`src/rtl/mem_req_arbiter_pkg.sv`:
```
// mem_req_arbiter_pkg: owner codes, arbiter states and default depth shared by the arbiter files.
package mem_req_arbiter_pkg;
  localparam logic ARB_OWN_INST = 1'b0;
  localparam logic ARB_OWN_DATA = 1'b1;
  localparam int ARB_OUTSTANDING = 4;
  typedef enum logic [1:0] {
    ARB_IDLE = 2'd0,
    ARB_INST = 2'd1,
    ARB_DATA = 2'd2
  } arb_state_e;
endpackage

```
`src/rtl/mem_req_arbiter_owner_fifo.sv`:
```
// arb_owner_fifo: 1-bit-wide in-order owner FIFO; a push is dropped when full even if a pop coincides.
module arb_owner_fifo
  import mem_req_arbiter_pkg::*;
#(
  parameter int DEPTH = ARB_OUTSTANDING
) (
  input  logic clk,
  input  logic reset,
  input  logic push,
  input  logic din,
  input  logic pop,
  output logic full,
  output logic empty,
  output logic head
);
  localparam int PW = $clog2(DEPTH);
  localparam int CW = PW + 1;
  logic mem [DEPTH];
  logic [PW-1:0] wr_ptr, rd_ptr;
  logic [CW-1:0] count;
  logic push_ok, pop_ok;
  assign full = count == CW'(DEPTH);
  assign empty = count == '0;
  assign head = mem[rd_ptr];
  assign push_ok = push && !full;
  assign pop_ok = pop && !empty;
  always_ff @(posedge clk) begin
    if (reset) begin
      wr_ptr <= '0;
      rd_ptr <= '0;
      count <= '0;
    end else begin
      if (push_ok) begin
        mem[wr_ptr] <= din;
        wr_ptr <= wr_ptr + PW'(1);
      end
      if (pop_ok) rd_ptr <= rd_ptr + PW'(1);
      count <= count + CW'(push_ok) - CW'(pop_ok);
    end
  end
endmodule

```
`src/rtl/mem_req_arbiter.sv`:
```
// mem_req_arbiter: shares one sram-like port between inst and data requesters, routing responses in order.
// Define MEM_ARB_RR_EN for round-robin between simultaneous requests; default is fixed data priority.
module mem_req_arbiter
  import mem_req_arbiter_pkg::*;
#(
  parameter int OUTSTANDING = ARB_OUTSTANDING
) (
  input  logic        clk,
  input  logic        reset,
  input  logic        inst_req,
  input  logic        inst_wr,
  input  logic [1:0]  inst_size,
  input  logic [3:0]  inst_wstrb,
  input  logic [31:0] inst_addr,
  input  logic [31:0] inst_wdata,
  output logic        inst_addr_ok,
  output logic        inst_data_ok,
  output logic [31:0] inst_rdata,
  input  logic        data_req,
  input  logic        data_wr,
  input  logic [1:0]  data_size,
  input  logic [3:0]  data_wstrb,
  input  logic [31:0] data_addr,
  input  logic [31:0] data_wdata,
  output logic        data_addr_ok,
  output logic        data_data_ok,
  output logic [31:0] data_rdata,
  output logic        sram_req,
  output logic        sram_wr,
  output logic [1:0]  sram_size,
  output logic [3:0]  sram_wstrb,
  output logic [31:0] sram_addr,
  output logic [31:0] sram_wdata,
  input  logic        sram_addr_ok,
  input  logic        sram_data_ok,
  input  logic [31:0] sram_rdata
);
  arb_state_e state, state_n;
  logic idle_sel, sel_data, win_req, hs, pop, fifo_full, fifo_empty, head;
`ifdef MEM_ARB_RR_EN
  logic last_own;
  always_ff @(posedge clk) begin
    if (reset) last_own <= ARB_OWN_INST;
    else if (hs) last_own <= sel_data;
  end
  assign idle_sel = (inst_req && data_req) ? (last_own == ARB_OWN_INST) : data_req;
`else
  assign idle_sel = data_req;
`endif
  // A locked grant keeps the slave request stable until addr_ok, whatever the other side does.
  assign sel_data = (state == ARB_DATA) ? 1'b1 : (state == ARB_INST) ? 1'b0 : idle_sel;
  assign win_req = sel_data ? data_req : inst_req;
  assign sram_req = win_req && !fifo_full && !reset;
  assign sram_wr = sel_data ? data_wr : inst_wr;
  assign sram_size = sel_data ? data_size : inst_size;
  assign sram_wstrb = sel_data ? data_wstrb : inst_wstrb;
  assign sram_addr = sel_data ? data_addr : inst_addr;
  assign sram_wdata = sel_data ? data_wdata : inst_wdata;
  assign hs = sram_req && sram_addr_ok;
  assign inst_addr_ok = hs && !sel_data;
  assign data_addr_ok = hs && sel_data;
  assign pop = sram_data_ok && !fifo_empty && !reset;
  assign inst_data_ok = pop && head == ARB_OWN_INST;
  assign data_data_ok = pop && head == ARB_OWN_DATA;
  assign inst_rdata = sram_rdata;
  assign data_rdata = sram_rdata;
  always_comb begin
    state_n = hs ? ARB_IDLE
            : (win_req && (sram_req || state != ARB_IDLE)) ? (sel_data ? ARB_DATA : ARB_INST)
            : ARB_IDLE;
  end
  always_ff @(posedge clk) begin
    if (reset) state <= ARB_IDLE;
    else state <= state_n;
  end
  arb_owner_fifo #(.DEPTH(OUTSTANDING)) u_fifo (
    .clk  (clk),
    .reset(reset),
    .push (hs),
    .din  (sel_data),
    .pop  (pop),
    .full (fifo_full),
    .empty(fifo_empty),
    .head (head)
  );
endmodule

```
`config.mk`:
```
export PLATFORM = sky130hd
export DESIGN_NAME = mem_req_arbiter
export DESIGN_NICKNAME = d
export VERILOG_FILES = /design/src/rtl/mem_req_arbiter_pkg.sv /design/src/rtl/mem_req_arbiter_owner_fifo.sv /design/src/rtl/mem_req_arbiter.sv
export SDC_FILE = /design/constraint.sdc
export NUM_CORES = 1
export LEC_CHECK = 0
export ABC_CLOCK_PERIOD_IN_PS = 2750
export CORE_AREA = 5 5 120 122
export CTS_BUF_LIST = sky130_fd_sc_hd__clkbuf_4 sky130_fd_sc_hd__clkbuf_8
export CTS_CLUSTER_DIAMETER = 100
export DETAILED_ROUTE_END_ITERATION = 7
export DIE_AREA = 0 0 125 127
export SLEW_MARGIN = 5
export SYNTH_ARGS = -nofsm -noshare
export SYNTH_HDL_FRONTEND = slang
export SYNTH_SLANG_ARGS = --single-unit
```
`constraint.sdc`:
```
create_clock -name clk -period 2.75 [get_ports clk]
set_input_delay 0.55 -clock clk [delete_from_list [all_inputs] [get_ports clk]]
set_output_delay 0.55 -clock clk [all_outputs]
set_load 0.01 [all_outputs]
```
==> flow_metrics.tcl, run 1 <==
set metrics [dict create \
    core.rowCount 42 \
    powerDensity_nw_per_um2 376.2 \
    portBuffers 223 \
    placed_cells 552 \
    dieWidth_um 125 \
    ant_nets 0 \
    cts_made_buffers 3 \
    grtUsageTotal 0.1022 \
    clockBufferDepth 2 \
    crit_type "in -> out" \
    skew_ns 0.005156 \
    cts.sinks 15 \
    cts_tree "built" \
    clk_pin_slew_ns 0.06 \
    finalSetupViolCount 0 \
    clk_latency_ns 0.25 \
    synth.largest_area_cell "mux2_4" \
    wire_per_inst_um 15.89 \
    status "finished clean" \
    crit_buf_inv 4 \
    cp.required_ns 2.20 \
    pwr-share-clk 0.115 \
    stdcell_area_um2 4461 \
    cts_hold_buf 0 \
    synth_area_per_cell_um2 10.81 \
    cts_htree_levels 1 \
    vias 2169 \
    synth-seq-area-share 0.1451 \
    overflow 0 \
    gp_congestion 0.7992 \
    crit_slowest_cell "clkdlybuf4s50_1" \
    worstMarginPinSlew_ns 0.5607 \
    ys_types 35 \
    root_buffer "clkbuf_8" \
    initial_core_util 0.1792 \
    drive_gt1_frac 0.2571 \
    layout_commonest_cell "clkdlybuf4s50_1" \
    fp.coreArea_um2 13090 \
    netSwitchingPower_uw 521.9 \
    fillers 1305 \
    internal-power_uw 1156 \
    endpoint_kind "primary output" \
    cp_cell_sequence "dlygate4sd2_1 > nand2_2 > nand2_8 > buf_8 > buf_16 > mux2_4 > clkdlybuf4s50_1" \
    drv_cap 0 \
    synth_cells 217 \
    grt_max_degree 22 \
    ys_async_sr_fraction 0 \
    grt_pass1_vias 2453 \
    drt_pass1_iterations 4 \
    layout.cells.non_filler 561 \
    area_growth_pct 90.23 \
    p_comb_frac 0.701 \
    io_pins 320 \
    diodes 0 \
    hold_path_class "reg -> reg" \
    slew_headroom 0.6230 \
    yosysWarnings 0 \
    hpwl_um 7320 \
    drcViolationCount 0 \
    grt_pass1_wl_um 13170 \
    reg2reg_slack_ns 0.36 \
    slew_viol_final 0 \
    fin_crit_sh 0.9794 \
    antenna_found_initial 0 \
    netlist_area_um2 2345 \
    crit_fanout 13 \
    rsz0062_at_grt "no" \
    worstPathArrival_ns 2.14 \
    synth.net_count 404 \
    p_leak_uw 0.001878 \
    start_kind "input pin" \
    synthTopCellsByArea "mux2_4, buf_4, mux2_2" \
    pwr-share-seq 0.184 \
    finalNetCount 573 \
    final_cell_mix "clkdlybuf4s50_1, mux2_4, mux2_2" \
    hold_violations 0 \
    cpPeakStageDelay_ns 0.47 \
    sw_frac_of_total 0.3109 \
    synth_seq_cells 15 \
    synth_ff_type "dfxtp_1" \
    viasPerCell 3.866 \
    synth_top_area_share 0.2946 \
    wirelength_um 8916 \
    dieArea_um2 15880 \
    die_h_um 127 \
    irDropWorstVdd_uv 129.0 \
    synth_edf_count 4 \
    hold_slack_ns 0.5172 \
    place_area_um2 4292 \
    crit_family "buffers and inverters" \
    power.total_uw 1678 \
    drtIter0Drc 36 \
    clock.fmax_mhz 371.3 \
    period_minus_slack_ns 2.693 \
]
-- layout make-up --
class                      count  area [um^2]  area share
inverter                       7        26.28    0.005891
sequential                    15        341.6     0.07658
timing repair buffer         238         2442      0.5475
multi-input combinational    121         1381      0.3097
tap                          176        220.2     0.04937
clock buffer                   4        48.80     0.01094
-- synth_stat cells, types with 3 or more instances --
| library cell | count |
|---|---|
| dfxtp_1 | 11 |
| and2_1 | 6 |
| ha_1 | 6 |
| buf_12 | 4 |
| nor2_1 | 9 |
| buf_4 | 66 |
| mux2_4 | 46 |
| edfxtp_1 | 4 |
| mux2_2 | 25 |
| xnor2_1 | 3 |
| inv_1 | 7 |
-- layer usage --
metal  vias to the layer above  track usage  wire, um
li1                       1008            -         -
met1                       971       0.1115      3325
met2                       176       0.1787      4301
met3                        14      0.05092      1165
met4                         0      0.02423       124
met5                         -            0         0
-- kinds of logic after synthesis --
group	Yosys count	synth area share
compound gates	8	0.02775
xor+xnor	4	0.01494
fa+ha+maj	7	0.04055
buf+inv	81	0.2716
flops	15	0.1451
mux	73	0.4285
simple gates	29	0.07150
-- path summary, 6_finish.rpt --
kind,from,to,cells after the start
setup / recovery,data_req,sram_addr[12],7
hold / removal,u_fifo.wr_ptr[0],u_fifo.wr_ptr[0],1
setup reg to reg,u_fifo.count[1],u_fifo.count[2],9
hold reg to reg,u_fifo.wr_ptr[0],u_fifo.wr_ptr[0],1
-- per-stage QoR --
stage	util	setup TNS [ns]	setup WS [ns]
4_1_cts	0.3393	0	0.02157
3_5_place_dp	0.3280	-11.35	-0.2145
5_1_grt	0.3409	0	0.002059
6_report	0.3409	0	0.05664
2_1_floorplan	-	0	0.5173
3_3_place_gp	0.3280	-9.132	-0.1568
-- worst reg2reg max path, stage by stage (launching register included) --
cell     delay, ns
dfxtp_1       0.35
o31ai_1       0.53
nor2_1        0.11
ha_1          0.30
inv_1         0.04
ha_1          0.18
fa_1          0.39
xnor2_1       0.19
xnor2_1       0.14
nor2_1        0.05
-- power groups by stage --
stage	registers [uW]	logic (uW)	clock network (uW)
after floorplan	304	683	0
after detailed placement	314	1130	0
final	309	1180	193
after CTS	310	1200	196
after global routing	318	1260	206
after global placement	311	1120	0
-- repair_timing --
action | CTS | global route
cloned | 2 | 0
gates resized for setup | 8 | 9
setup endpoints to repair | 72 | 20
buffers inserted | 3 | 0
endpoints found under the hold margin | 0 | 0
pin swaps | 1 | 1
Note: power is estimated with default switching activity, not from simulation.
==> inputs of run 2 (changes only) <==
CAP_MARGIN = 40   (was not set)
==> results of run 2 <==
Final layout, timing and power as in run 1 (identical DEF).
